$ cat src/rtl/issue_group_scoreboard.sv
// In-order issue stage: buffers one fetch group, checks intra-group RAW/WAR/WAW
// and scoreboard RAW/WAW hazards, and releases the longest hazard-free prefix per cycle.
module issue_group_scoreboard #(
    parameter int unsigned REG_W   = 4,
    parameter int unsigned ISSUE_W = 4,
    parameter int unsigned LAT     = 3,
    parameter int unsigned CNT_W   = 16
) (
    input  logic                       clk,
    input  logic                       rst,
    input  logic                       grp_valid,
    output logic                       grp_ready,
    input  logic [ISSUE_W-1:0]         ins_valid,
    input  logic [ISSUE_W*REG_W-1:0]   des,
    input  logic [ISSUE_W*REG_W-1:0]   src1,
    input  logic [ISSUE_W*REG_W-1:0]   src2,
    input  logic                       flush,
    output logic [ISSUE_W-1:0]         iss_mask,
    output logic [ISSUE_W*REG_W-1:0]   iss_des,
    output logic [CNT_W-1:0]           stall_cycles
);

    localparam int unsigned NUM_REGS = 2 ** REG_W;
    localparam int unsigned BW       = $clog2(LAT + 1);

    logic                                full_q, full_d;
    logic [ISSUE_W-1:0]                  pending_q, pending_d;
    logic [ISSUE_W-1:0][REG_W-1:0]       des_q, des_d;
    logic [ISSUE_W-1:0][REG_W-1:0]       src1_q, src1_d;
    logic [ISSUE_W-1:0][REG_W-1:0]       src2_q, src2_d;
    logic [NUM_REGS-1:0][BW-1:0]         busy_q, busy_d;
    logic [CNT_W-1:0]                    stall_q, stall_d;

    logic [NUM_REGS-1:0]                 busy;
    logic [ISSUE_W-1:0]                  haz;
    logic [ISSUE_W-1:0]                  iss;
    logic                                blocked;
    logic                                accept;

    always_comb begin : busy_decode
        busy = '0;
        for (int unsigned r = 0; r < NUM_REGS; r++) begin
            busy[r] = (busy_q[r] != '0);
        end
    end

    // Slots that issue this cycle still count as earlier-pending for later slots;
    // only slots cleared from pending_q in a previous cycle stop shadowing.
    always_comb begin : hazard_detect
        haz = '0;
        for (int unsigned j = 0; j < ISSUE_W; j++) begin
            haz[j] = busy[src1_q[j]] | busy[src2_q[j]] | busy[des_q[j]];
            for (int unsigned i = 0; i < j; i++) begin
                if (pending_q[i] &&
                    ((src1_q[j] == des_q[i]) || (src2_q[j] == des_q[i]) ||
                     (des_q[j] == src1_q[i]) || (des_q[j] == src2_q[i]) ||
                     (des_q[j] == des_q[i]))) begin
                    haz[j] = 1'b1;
                end
            end
        end
    end

    // Non-pending slots are skipped; the first pending slot that cannot go blocks the rest.
    always_comb begin : issue_select
        iss     = '0;
        blocked = 1'b0;
        for (int unsigned j = 0; j < ISSUE_W; j++) begin
            iss[j] = pending_q[j] & ~haz[j] & ~blocked & ~flush & full_q;
            if (pending_q[j] && !iss[j]) begin
                blocked = 1'b1;
            end
        end
    end

    assign iss_mask     = iss;
    assign iss_des      = des_q;
    assign stall_cycles = stall_q;
    assign grp_ready    = ~rst & ~flush & (~full_q | (iss == pending_q));
    assign accept       = grp_valid & grp_ready;

    always_comb begin : buffer_next
        full_d    = full_q;
        pending_d = pending_q;
        des_d     = des_q;
        src1_d    = src1_q;
        src2_d    = src2_q;
        if (flush) begin
            full_d    = 1'b0;
            pending_d = '0;
        end else if (accept) begin
            full_d    = |ins_valid;
            pending_d = ins_valid;
            des_d     = des;
            src1_d    = src1;
            src2_d    = src2;
        end else begin
            pending_d = pending_q & ~iss;
            full_d    = |(pending_q & ~iss);
        end
    end

    always_comb begin : scoreboard_next
        busy_d = busy_q;
        for (int unsigned r = 0; r < NUM_REGS; r++) begin
            if (busy_q[r] != '0) begin
                busy_d[r] = busy_q[r] - BW'(1);
            end
            for (int unsigned j = 0; j < ISSUE_W; j++) begin
                if (iss[j] && (des_q[j] == REG_W'(r))) begin
                    busy_d[r] = BW'(LAT);
                end
            end
            if (flush) begin
                busy_d[r] = '0;
            end
        end
    end

    always_comb begin : stall_next
        stall_d = stall_q;
        if (full_q && (iss == '0) && (stall_q != '1)) begin
            stall_d = stall_q + CNT_W'(1);
        end
    end

    always_ff @(posedge clk or posedge rst) begin
        if (rst) begin
            full_q    <= 1'b0;
            pending_q <= '0;
            des_q     <= '0;
            src1_q    <= '0;
            src2_q    <= '0;
            busy_q    <= '0;
            stall_q   <= '0;
        end else begin
            full_q    <= full_d;
            pending_q <= pending_d;
            des_q     <= des_d;
            src1_q    <= src1_d;
            src2_q    <= src2_d;
            busy_q    <= busy_d;
            stall_q   <= stall_d;
        end
    end

endmodule

$ cat config.mk
export PLATFORM = sky130hd
export DESIGN_NAME = issue_group_scoreboard
export DESIGN_NICKNAME = d
export VERILOG_FILES = /design/src/rtl/issue_group_scoreboard.sv
export SDC_FILE = /design/constraint.sdc
export NUM_CORES = 1
export LEC_CHECK = 0
export CORE_MARGIN = 10
export CORE_UTILIZATION = 55
export DETAILED_ROUTE_END_ITERATION = 10
export PLACE_DENSITY = 0.78
export SLEW_MARGIN = 10
export SYNTH_ARGS = -nofsm -noshare
export SYNTH_HDL_FRONTEND = slang
export SYNTH_SLANG_ARGS = --single-unit
$ cat constraint.sdc
create_clock -name clk -period 9.2 [get_ports clk]
set_clock_uncertainty 0.15 [all_clocks]
set_input_delay 1.84 -clock clk [delete_from_list [all_inputs] [get_ports clk]]
set_output_delay 1.84 -clock clk [all_outputs]
set_load 0.1 [all_outputs]
==> run metrics <==
status completed; Clock Latency Late Sink 0.36 ns; global route overflow 0; GRT met2 Usage 36.4%; Crit path max-delay family simple AND/OR/NAND/NOR gates; Worst setup endpoint grp_ready; gpl congestion 0.999; DRT Wirelength 23.8 mm; DR DRC count 0; area of the die 20600 sq um; register bit total from synthesis 101; Mean Syn Cell Area 9.56 sq um; Max Buffers Root-to-Sink 2; IO Count 93; via count 7010; Synth Flop Type dfrtp_1; critical path's most frequent cell nand4_2; fraction of registers with async set/reset 100%; htree depth 3; post-route insts no fill 1089; Row Count 45; first-pass GRT wire length 38.4 mm; Req. time, crit path 7.21 ns; Hold Vio Cnt, Final 0; register area share after synthesis 30.1%; Slew Viols, Final 0; Power per Cell Area 261 nW/um^2; Net Count, Synth 955; Root Buffer Master clkbuf_16; layout cells sized above 1 14.3%; cell area after synthesis 8400 sq um; Final ANT Viol Nets 0; Ys Warns 0; Layout area overhead 13.3%; Worst path slowest cell clkdlybuf4s50_1; Chip Height 144 microns; CTS tree done; FF-to-FF setup slack 1.91 ns; unrepaired setup endpoints after global routing false; Setup CP Type primary input to output port; placed insts 1069; Placement Cell Area 9180 sq um; largest net degree at the start of global routing 57; # hold bufs at CTS 0; Leak Pwr 0.00402 uW; Tmin final 8.78 ns; WP data arrival 6.79 ns; RR Startpoint busy_q[10]; vias in the first global route 6981; Top Usage Layer GRT met2; CP peak stage delay 0.44 ns; WL/cell 21.9 microns; Syn Inst Count 878; n_diodes 0; EDFF count, synth 0; Die X 144 microns; GRT Util Overall 23.5%; crit path max fanout 8; VDD IR max 0.169 mV; core area 15100 sq um; GR met1 Demand/Resource 30.3%; post-route setup TNS 0 ns; fmax 114 MHz; Starting Density 55.6%; I/O Buffers 92; final worst-path cycle share 95.4%; vias per cell 6.44; Slew Limit Headroom 28.9%; total CTS buffers 9; grt met3 use 7.43%; WP buf/inv 4; Layout Nets 973; WHS Path Cells 1; worst-path cell chain clkdlybuf4s50_1 -> and3b_1 -> nand4_2 -> ha_2 -> nor4bb_1 -> and3_1 -> nand3_2 -> ha_1 -> nor4b_2 -> nand4_1 -> a2111oi_4 -> nand4_2 -> buf_4 -> ha_2 -> nor4_2 -> nand4_2 -> nor2_4 -> inv_1 -> ha_1 -> nand4_1 -> a211oi_4 -> buf_12; Worst Setup SP flush; Num Clock Sinks 101; Reg2Reg Capture Point full_q; number of max-cap violations 0; antenna violations before repair 0; DP HPWL 16.6 mm; synth unique cells 58; CP Launch Type primary input; Worst-path clk slew 0.06 ns; critical path depth 22; HP Class flip-flop to flip-flop; final setup fails 0; 1st-iter DRT viols 885; cell area after layout 9510 sq um; Worst Tran Pin Value 1.07 ns; Initial DRT Pass Iterations 5; CP endpoint kind output port; reg2reg path depth 26
## sequential cells by signal (all words and copies together) (netlist names)
| register | cells |
|---|---|
| busy_q | 32 |
| full_q | 1 |
| iss_des | 16 |
| pending_q | 4 |
| src1_q | 16 |
| src2_q | 16 |
| stall_cycles | 16 |
## worst reg2reg max path: cells and delay by family, from the launching register on
family                   cells  cell delay [ns]
multiplexers                 2             0.68
AO/OA/AOI/OAI                4             1.05
flip-flops                   1             0.39
buffers and inverters        3             0.34
AND/OR/NAND/NOR             12             2.95
adder cells (fa/ha/maj)      5             1.67
## logic make-up (layout without fill, tap and decap cells)
group / after synthesis / in the layout / share of synthesized area (%)
simple gates: 297 / 297 / 18.1
xor+xnor: 150 / 150 / 15.7
buf+inv: 141 / 164 / 8.00
flops: 101 / 101 / 30.1
compound gates: 98 / 98 / 8.23
mux: 70 / 70 / 16.7
fa+ha+maj: 21 / 21 / 3.13
## metal layers
metal	share of wire, %	wire length [microns]
met1	40	9450
met2	46	11000
met3	11	2700
met4	2.9	684
met5	0	0
## stage by stage
| step | hold WS [ns] | power, uW | util (%) | setup slack, ns |
|---|---|---|---|---|
| floorplan | 0.387 | 1780 | - | 0.0142 |
| global placement | 0.327 | 2040 | 60.8 | 0.444 |
| detailed placement | 0.330 | 2080 | 60.8 | 0.273 |
| CTS | 0.339 | 2450 | 62.7 | 0.271 |
| global route | 0.361 | 2620 | 63.0 | 0.0202 |
| finish | 0.336 | 2480 | 63.0 | 0.421 |
## cell usage after synthesis, types with 8 or more instances
cell type | n | area [sq um]
dfrtp_1 | 101 | 2530
nor2b_1 | 8 | 50.1
nand2_1 | 160 | 601
xnor2_1 | 24 | 210
nand3_1 | 13 | 65.1
inv_1 | 41 | 154
clkbuf_1 | 30 | 113
buf_2 | 38 | 190
mux4_2 | 55 | 1240
xor2_1 | 125 | 1090
a21oi_1 | 35 | 175
o41ai_1 | 14 | 123
nand4_1 | 17 | 106
nor4_1 | 23 | 144
mux2_2 | 10 | 113
buf_4 | 21 | 158
nor4_2 | 9 | 113
a31oi_1 | 15 | 93.8
nor2_1 | 17 | 63.8
a221oi_1 | 9 | 78.8
ha_1 | 21 | 263
## power by group
part | total [uW] | internal (uW) | switching [uW]
combinational | 1380 | 623 | 758
sequential | 734 | 539 | 195
clock | 366 | 198 | 168
total | 2480 | 1360 | 1120
## worst min-delay path by stage
stage               slack [ns]             start               end
floorplan                 0.39        busy_q[26]        busy_q[26]
global placement          0.33   stall_cycles[8]   stall_cycles[8]
detailed placement        0.33  stall_cycles[10]  stall_cycles[10]
CTS                       0.34  stall_cycles[10]  stall_cycles[10]
global route              0.36   stall_cycles[5]   stall_cycles[5]
finish                    0.34  stall_cycles[10]  stall_cycles[10]
## area by class of cell
| class | count | area (sq um) |
|---|---|---|
| Multi-Input combinational cell | 636 | 5250 |
| Inverter | 42 | 160 |
| Clock inverter | 3 | 20.0 |
| Sequential cell | 101 | 2530 |
| Fill cell | 1237 | 5580 |
| Clock buffer | 13 | 260 |
| Timing Repair Buffer | 106 | 1060 |
| Tap cell | 188 | 235 |
## placed cells by master (no fill, tap or decap), types with 9 or more instances in the layout
cell	n
clkbuf_16	9
inv_1	40
clkdlybuf4s50_1	89
xor2_1	125
nand4_1	17
nand2_1	160
ha_1	19
nor2_1	17
a31oi_1	15
a221oi_1	9
nor4_2	10
xnor2_1	24
a21oi_1	35
nor4_1	22
mux2_2	10
nand3_1	13
mux4_2	55
o41ai_1	14
dfrtp_1	101
buf_4	14
## timing repair
action | 4_1_cts | 5_1_grt
buffers inserted | 0 | 4
endpoints found under the hold margin | 0 | 0
endpoints found under the setup margin | 0 | 1
gates resized for setup | 0 | 2
No activity file was read; power rests on OpenSTA's default activity.
